[src/rtl/multicycle_ctrl.sv]
// Multi-cycle control FSM for the R/I/S-type RISC-V core, with a retired-instruction counter.
// Optional feature macro: MULTICYCLE_ILLEGAL_TRAP_EN (illegal opcodes park in TRAP until reset).
module multicycle_ctrl #(
  parameter int unsigned CNT_W = 32
) (
  input  logic             clk,
  input  logic             rst_n,
  input  logic [31:0]      inst,
  input  logic             imem_ready,
  input  logic             dmem_ready,
  output logic             imem_req,
  output logic             ir_we,
  output logic             pc_we,
  output logic [1:0]       imm_sel,
  output logic             alu_src_imm,
  output logic [1:0]       alu_op,
  output logic             dmem_req,
  output logic             dmem_we,
  output logic             reg_we,
  output logic             wb_sel,
  output logic             retire,
  output logic [CNT_W-1:0] instret,
  output logic             illegal_inst
);

  localparam logic [1:0] IMM_I    = 2'b00;
  localparam logic [1:0] IMM_S    = 2'b01;
  localparam logic [1:0] IMM_ZERO = 2'b10;
  localparam logic [1:0] ALU_ADD  = 2'b00;
  localparam logic [1:0] ALU_R    = 2'b01;
  localparam logic [1:0] ALU_IA   = 2'b10;

  typedef enum logic [2:0] {
    S_IDLE, S_FETCH, S_DECODE, S_EXEC, S_MEM, S_WB, S_TRAP
  } state_t;

  typedef enum logic [2:0] {
    C_NONE, C_R, C_IA, C_LD, C_ST, C_ILL
  } cls_t;

  state_t     state_q, state_d;
  cls_t       cls_q, cls_d, dec_cls;
  logic [4:0] rd_q, rd_d;

  // Only opcode and rd are consumed here; the rest of the word feeds the datapath.
  logic unused_inst;
  assign unused_inst = &{1'b0, inst[31:12]};

  // Opcode classification, latched on the DECODE -> next edge.
  always_comb begin
    dec_cls = C_ILL;
    case (inst[6:0])
      7'b0110011: dec_cls = C_R;
      7'b0010011: dec_cls = C_IA;
      7'b0000011: dec_cls = C_LD;
      7'b0100011: dec_cls = C_ST;
      default:    dec_cls = C_ILL;
    endcase
  end

  // State, latched class/rd and retired-instruction counter.
  always_ff @(posedge clk) begin
    if (!rst_n) begin
      state_q <= S_IDLE;
      cls_q   <= C_NONE;
      rd_q    <= 5'd0;
      instret <= '0;
    end else begin
      state_q <= state_d;
      cls_q   <= cls_d;
      rd_q    <= rd_d;
      if (retire) instret <= instret + CNT_W'(1);
    end
  end

  // Next-state and control decode; FETCH/MEM handshakes respond within the ready cycle.
  always_comb begin
    state_d      = state_q;
    cls_d        = cls_q;
    rd_d         = rd_q;
    imem_req     = 1'b0;
    ir_we        = 1'b0;
    pc_we        = 1'b0;
    imm_sel      = IMM_ZERO;
    alu_src_imm  = 1'b0;
    alu_op       = ALU_ADD;
    dmem_req     = 1'b0;
    dmem_we      = 1'b0;
    reg_we       = 1'b0;
    wb_sel       = 1'b0;
    retire       = 1'b0;
    illegal_inst = 1'b0;

    case (state_q)
      S_IDLE: begin
        imm_sel = 2'b00;
        state_d = S_FETCH;
      end
      S_FETCH: begin
        imem_req = 1'b1;
        if (imem_ready) begin
          ir_we   = 1'b1;
          pc_we   = 1'b1;
          state_d = S_DECODE;
        end
      end
      S_DECODE: begin
        imm_sel = 2'b00;
        cls_d   = dec_cls;
        rd_d    = inst[11:7];
        if (dec_cls == C_ILL) begin
`ifdef MULTICYCLE_ILLEGAL_TRAP_EN
          state_d = S_TRAP;
`else
          state_d = S_FETCH;
`endif
        end else begin
          state_d = S_EXEC;
        end
      end
      S_EXEC: begin
        case (cls_q)
          C_R:  begin alu_op = ALU_R; state_d = S_WB; end
          C_IA: begin imm_sel = IMM_I; alu_src_imm = 1'b1; alu_op = ALU_IA; state_d = S_WB; end
          C_LD: begin imm_sel = IMM_I; alu_src_imm = 1'b1; state_d = S_MEM; end
          C_ST: begin imm_sel = IMM_S; alu_src_imm = 1'b1; state_d = S_MEM; end
          default: state_d = S_FETCH;
        endcase
      end
      S_MEM: begin
        // Address operands held from EXEC so the memory address stays stable.
        dmem_req    = 1'b1;
        dmem_we     = (cls_q == C_ST);
        imm_sel     = (cls_q == C_ST) ? IMM_S : IMM_I;
        alu_src_imm = 1'b1;
        if (dmem_ready) begin
          if (cls_q == C_ST) begin
            retire  = 1'b1;
            state_d = S_FETCH;
          end else begin
            state_d = S_WB;
          end
        end
      end
      S_WB: begin
        reg_we  = (rd_q != 5'd0);
        wb_sel  = (cls_q == C_LD);
        retire  = 1'b1;
        state_d = S_FETCH;
        if (cls_q == C_IA) begin
          imm_sel     = IMM_I;
          alu_src_imm = 1'b1;
          alu_op      = ALU_IA;
        end else if (cls_q == C_R) begin
          alu_op = ALU_R;
        end
      end
`ifdef MULTICYCLE_ILLEGAL_TRAP_EN
      S_TRAP: begin
        imm_sel      = 2'b00;
        illegal_inst = 1'b1;
      end
`endif
      default: state_d = S_IDLE;
    endcase
  end

endmodule

[config.mk]
export PLATFORM = sky130hd
export DESIGN_NAME = multicycle_ctrl
export DESIGN_NICKNAME = d
export VERILOG_FILES = /design/src/rtl/multicycle_ctrl.sv
export SDC_FILE = /design/constraint.sdc
export NUM_CORES = 1
export LEC_CHECK = 0
export CAP_MARGIN = 20
export CORE_UTILIZATION = 23
export CTS_CLUSTER_DIAMETER = 100
export DETAILED_ROUTE_END_ITERATION = 10
export SYNTH_ARGS = -nofsm -noshare
export SYNTH_HDL_FRONTEND = slang
export SYNTH_SLANG_ARGS = --single-unit
[constraint.sdc]
create_clock -name clk -period 3 [get_ports clk]
set_input_delay 0.3 -clock clk [delete_from_list [all_inputs] [get_ports clk]]
set_output_delay 0.3 -clock clk [all_outputs]
set_load 0.005 [all_outputs]
==> flow_summary_export.csv, run 1 <==
group,metric,value,unit
status,status,"completed",
final_layout,final_cell_mix,"clkdlybuf4s50_1, dfxtp_1, a21oi_1",
floorplanning,ios,82,
synth,syn-num-nets,322,
synth,synth-main-ff-cell,"dfxtp_1",
synth,synthCells,285,
clock_tree,cts-htree-levels,2,
pwr,powerDensity,329,mW/mm^2
critical_path,cp_cell_sequence,"nor2b_1 -> o21ai_0 -> nor3b_1 -> clkdlybuf4s50_1",
critical_path,path_buf_inv,1,
placed_design,place.detailed.hpwl,4.32,mm
placed_design,port_buffers,60,
global_routing,grt_pass1_wl,10.1,mm
critical_path,criticalPathCategory,"flip-flop to output pin",
global_routing,grt_overflow_total,0,
run,maxCapViolCount,0,
floorplanning,die_y,103,um
routing,dr_total_vias,2354,
critical_path,cpMaxStageDelayCell,"dfxtp_1",
clock_tree,cts_setup_buffers,0,
sta,timing.hold.ws,0.482,ns
pwr,seqPwrFrac,56.6,%
synth,ys_ff_latch,43,
routing,drt-initial-drc-count,107,
floorplanning,std_cell_rows,36,
critical_path,start_kind,"flip-flop",
clock_tree,path_clk_slew,0.09,ns
floorplanning,die-area,0.0106,sq mm
global_routing,grt_pass1_vias,2098,
final_layout,fin_nets,373,
final_layout,layout-drive-gt1-share,5.04,%
critical_path,critPathRequiredTime,2.70,ns
routing,drt-pass1-iter-count,4,
final_layout,area_growth,34.6,%
sta,fin_crit_sh,83.8,%
floorplanning,start_util,23.9,%
final_layout,antenna_cells,0,
synth,synthDistinctLibCells,49,
pwr,irDropWorstVdd,185,uV
sta,max_freq,398,MHz
clock_tree,cts.sinks,43,
critical_path,end_kind,"output pin",
routing,routed_wirelength,6.14,mm
critical_path,critPathTopFamily,"simple AND/OR/NAND/NOR gates",
sta,final_max_slew_viol_count,0,
routing,avgRoutedWirePerCell,13.1,um
routing,vias_per_cell,5.01,
synth,synth_async_sr_flop_share,0,%
critical_path,cp_max_fo,13,
floorplanning,fp.dieW,103,um
final_layout,layout_commonest_cell,"clkdlybuf4s50_1",
sta,grt_setup_unrepaired,"no",
pwr,p_comb_share,8.1,%
sta,hold_viol_final,0,
synth,synthesis.area,0.00234,sq mm
synth,synth_edf_count,0,
sta,fin_tns_setup,0,ns
pwr,p_leak,0.977,nW
routing,ant_nets,0,
pwr,p_switching,0.254,mW
clock_tree,cts_buffers,5,
clock_tree,cts_buffer_depth,2,
clock_tree,clock_latency,0.29,ns
global_routing,grt_max_degree,32,
global_routing,grtUsageTotal,11.9,%
clock_tree,root_buffer,"clkbuf_8",
synth,yosysWarnings,0,
critical_path,slowest_delay,0.55,ns
clock_tree,cts_tree,"done",
hold_path,hold_class,"flip-flop to flip-flop",
synth,synth_area_per_cell,8.23,sq um
sta,finalSetupViolCount,0,
critical_path,crit_arrival,2.21,ns
routing,drc,0,
sta,period_minus_slack,2.51,ns
synth,yosysSeqAreaShare,36.7,%
clock_tree,cts.hold.buffers_added,0,
pwr,power.share.clock,35.3,%
pwr,p_sw_share,24.4,%
sta,skew,0.00883,ns
pwr,p_int,0.786,mW
floorplanning,core_area,0.00982,sq mm
placed_design,gp_congestion,0.732,
clock_tree,cts.repair.resized,0,
global_routing,antenna_found_initial,0,
==> power by group through the flow <==
stage                     combinational, mW  clock [mW]  sequential, mW
after global placement               0.0821           0           0.602
after floorplan                      0.0488           0           0.595
after global routing                 0.0927       0.407           0.591
final                                0.0838       0.367           0.589
after CTS                            0.0847       0.379           0.589
after detailed placement             0.0841           0           0.602
==> worst register-to-register path, cell delays in order, from the launching register on <==
cell,delay (ns)
dfxtp_1,0.55
nor2b_1,0.40
a41oi_2,0.27
buf_4,0.29
or4_1,0.53
a21oi_1,0.16
==> sequential cells by signal (all words and copies together) (netlist names) <==
signal / count
state_q: 3
rd_q: 5
instret: 32
cls_q: 3
==> cell families (layout without fill, tap and decap cells) <==
group,after synthesis,count (layout),share of synthesized area (%)
AOI/OAI and AO/OA,73,73,19.5
muxes,12,12,5.12
other,1,1,0.160
adders and majority gates,1,1,0.534
xor gates and xnor gates,2,2,0.747
and+or+nand+nor,124,124,32.2
DFF,43,43,36.7
buffers and inverters,29,81,5.07
==> path summary, 6_finish.rpt <==
check | startpoint | to | slack, ns | cells past startpoint
min reg2reg | instret[31] | instret[31] | 0.48 | 2
min | instret[31] | instret[31] | 0.48 | 2
max | state_q[2] | alu_op[1] | 0.49 | 4
max reg2reg | state_q[2] | instret[21] | 0.74 | 5
==> synthesized netlist by cell type (all sizes together) (7+ instances only) <==
master / instances / area share, %
or3: 7 / 1.9
clkbuf: 17 / 2.7
nor2: 14 / 2.2
nand4: 10 / 2.9
dfxtp: 43 / 37
inv: 7 / 1.1
nand2: 16 / 2.6
nand3: 10 / 2.1
a21oi: 29 / 6.2
mux2i: 12 / 5.1
or4: 16 / 5.1
nor4: 7 / 1.9
o21ai: 11 / 2.3
and2: 7 / 1.9
nand2b: 8 / 2.1
o31ai: 16 / 5.1
==> final cells by class <==
class,count,area (sq um)
Clock buffer,6,72.6
Clock inverter,2,12.5
Fill cell,1088,6660
Inverter,7,26.3
Multi-Input combinational cell,213,1370
Sequential cell,43,861
Tap cell,133,166
Timing Repair Buffer,66,646
==> through the flow <==
step / instances / util (%) / total power [mW] / setup slack, ns / area (sq um)
global placement: 462 / 31.3 / 0.684 / 0.848 / 3070
finish: 470 / 32.1 / 1.04 / 0.486 / 3160
CTS: 470 / 32.1 / 1.05 / 0.486 / 3160
floorplan: 285 / - / 0.644 / 1.13 / 2340
global route: 470 / 32.1 / 1.09 / 0.292 / 3160
detailed placement: 462 / 31.3 / 0.686 / 0.788 / 3070
==> layer usage <==
layer	GRT usage (%)	vias up	wire length (um)
met5	0	-	0
met4	2.93	0	57
met3	2.98	6	292
met2	18.6	50	2740
met1	16.4	1114	3050
li1	-	1184	-
Note: power is estimated with default switching activity, not from simulation.
==> run 2, diff against run 1 <==
clock period = 2.35 ns   (was 3 ns; I/O delays follow)
==> run 2 against run 1 <==
  * Register-to-register slack worse by 0.54 ns
  * Global-route usage grew 0.26 points
  * Worst hold slack hardly changed
  * Clock-buffer cell count down 1
  * Critical path depth increased by 2
  * Setup slack got worse by 0.36 ns
  * Power up 31%
  * Via count about the same
  * Die area did not move
  * Core utilization increased by 0.60 points
  * Wire length up 4.2%
  * Clock skew rose by 0.0055 ns
==> flow_summary_export.csv, run 2 (same netlist as run 1, synthesis figures left out) <==
group,metric,value,unit
critical_path,critPathRequiredTime,2.12,ns
routing,vias_per_cell,4.97,
floorplanning,ios,82,
final_layout,multi_input_area,0.00139,sq mm
sta,max_freq,450,MHz
sta,final_max_slew_viol_count,0,
routing,drc,0,
critical_path,start_kind,"flip-flop",
placed_design,gp_congestion,0.755,
critical_path,end_kind,"output pin",
floorplanning,start_util,23.9,%
clock_tree,root_buffer,"clkbuf_8",
critical_path,cpMaxStageDelayCell,"clkdlybuf4s50_1",
routing,dr_total_vias,2352,
clock_tree,cts_buffer_depth,2,
pwr,p_leak,1.01,nW
pwr,power,1.37,mW
hold_path,hold_class,"flip-flop to flip-flop",
critical_path,r2r_slack,0.20,ns
critical_path,cp_cell_sequence,"buf_4 -> or3b_4 -> inv_1 -> a31oi_1 -> o21ai_0 -> clkdlybuf4s50_1",
final_layout,antenna_cells,0,
final_layout,final_cell_mix,"clkdlybuf4s50_1, dfxtp_1, a21oi_1",
clock_tree,cts-htree-levels,2,
clock_tree,path_clk_slew,0.09,ns
run,maxCapViolCount,0,
sta,period_minus_slack,2.22,ns
final_layout,layout_commonest_cell,"clkdlybuf4s50_1",
routing,ant_nets,0,
global_routing,grtUsageTotal,12.2,%
clock_tree,clock_latency,0.30,ns
final_layout,area_growth,37.1,%
floorplanning,fp.dieW,103,um
placed_design,dpl.cell_count,465,
floorplanning,std_cell_rows,36,
final_layout,fin_nets,376,
routing,drt-pass1-iter-count,4,
routing,avgRoutedWirePerCell,13.5,um
sta,fin_tns_setup,0,ns
sta,skew,0.0143,ns
final_layout,seqCellArea,865,sq um
pwr,powerDensity,425,mW/mm^2
routing,drt-initial-drc-count,115,
final_layout,fin_cells,473,
sta,grt_setup_unrepaired,"no",
routing,routed_wirelength,6.40,mm
global_routing,antenna_found_initial,0,
placed_design,place.detailed.hpwl,4.53,mm
final_layout,layout-drive-gt1-share,8.24,%
critical_path,slowest_delay,0.52,ns
critical_path,criticalPathCategory,"flip-flop to output pin",
sta,fin_crit_sh,94.5,%
critical_path,cp_max_fo,12,
final_layout,stdcell_area,0.00322,sq mm
global_routing,grt_pass1_vias,2037,
global_routing,grt_pass1_wl,10.2,mm
critical_path,crit_arrival,1.99,ns
global_routing,grt_max_degree,31,
sta,finalSetupViolCount,0,
final_layout,regMostFlops,"instret",
floorplanning,die_y,103,um
floorplanning,core_area,0.00982,sq mm
final_layout,final_util,32.7,%
placed_design,placed_area,0.00311,sq mm
final_layout,top_regs,"instret (32), rd_q (5)",
global_routing,grt_overflow_total,0,
status,status,"completed",
clock_tree,cts_buffers,5,
floorplanning,die-area,0.0106,sq mm
clock_tree,cts.sinks,43,
final_layout,largest_reg_flops,32,
placed_design,port_buffers,60,
clock_tree,cts_tree,"done",
final_layout,fill_cells,1070,
pwr,irDropWorstVdd,208,uV
sta,hold_viol_final,0,
run 2: changes by cell type in the layout (fill, tap and decap cells not counted), sizes merged:
cell      previous run  this run
clkbuf               6         5
buf                  6         9
inv                  7         8
clkinv               1         0
clkinvlp             1         2
run 2: power by group:
part           internal, mW  leakage [nW]  total (mW)  switching, mW
registers             0.737         0.348       0.754         0.0165
logic                0.0605         0.617       0.109         0.0483
clock network         0.213        0.0408       0.503          0.290
total                  1.01          1.01        1.37          0.354
run 2: final cells by class:
class	instances	area share (%)
flip-flops and latches	43	26.9
well taps	133	5.18
inverters	7	0.817
clock inverters	3	0.739
clock buffers	5	2.14
multi-input cells	213	43.1
repair buffers	69	21.2
run 2: what timing repair did:
| item | in CTS | in global routing |
|---|---|---|
| pin swaps | 0 | 0 |
| setup endpoints to repair | 2 | 4 |
| hold buffers | 0 | 0 |
| buffers inserted | 0 | 0 |
| resized for setup | 2 | 5 |
run 2: stage by stage:
| stage | setup slack (ns) | hold WS, ns |
|---|---|---|
| 2_1_floorplan | 0.483 | 0.382 |
| 3_3_place_gp | 0.296 | 0.465 |
| 3_5_place_dp | 0.255 | 0.469 |
| 4_1_cts | 0.0712 | 0.485 |
| 5_1_grt | 0.0136 | 0.505 |
| 6_report | 0.129 | 0.482 |
run 2: routing by layer:
metal	part of all wire, %	global-route usage [%]	vias to the layer above
met4	0.63	2.28	0
met3	4.7	2.92	4
li1	-	-	1184
met2	45	18.8	47
met5	0	0	-
met1	50	17.3	1117
run 2: worst paths after layout:
kind / depth (start not counted) / from / endpoint
worst min register to register: 2 / instret[31] / instret[31]
worst min-delay path: 2 / instret[31] / instret[31]
worst max-delay path: 6 / state_q[2] / alu_src_imm
worst max register to register: 4 / instret[17] / instret[25]
run 2: worst max-delay path: cells and delay by family (launching register included):
family	cells	cell delay, ns
buffers and inverters	3	0.80
AO/OA/AOI/OAI	2	0.14
AND/OR/NAND/NOR	1	0.43
flip-flops	1	0.33
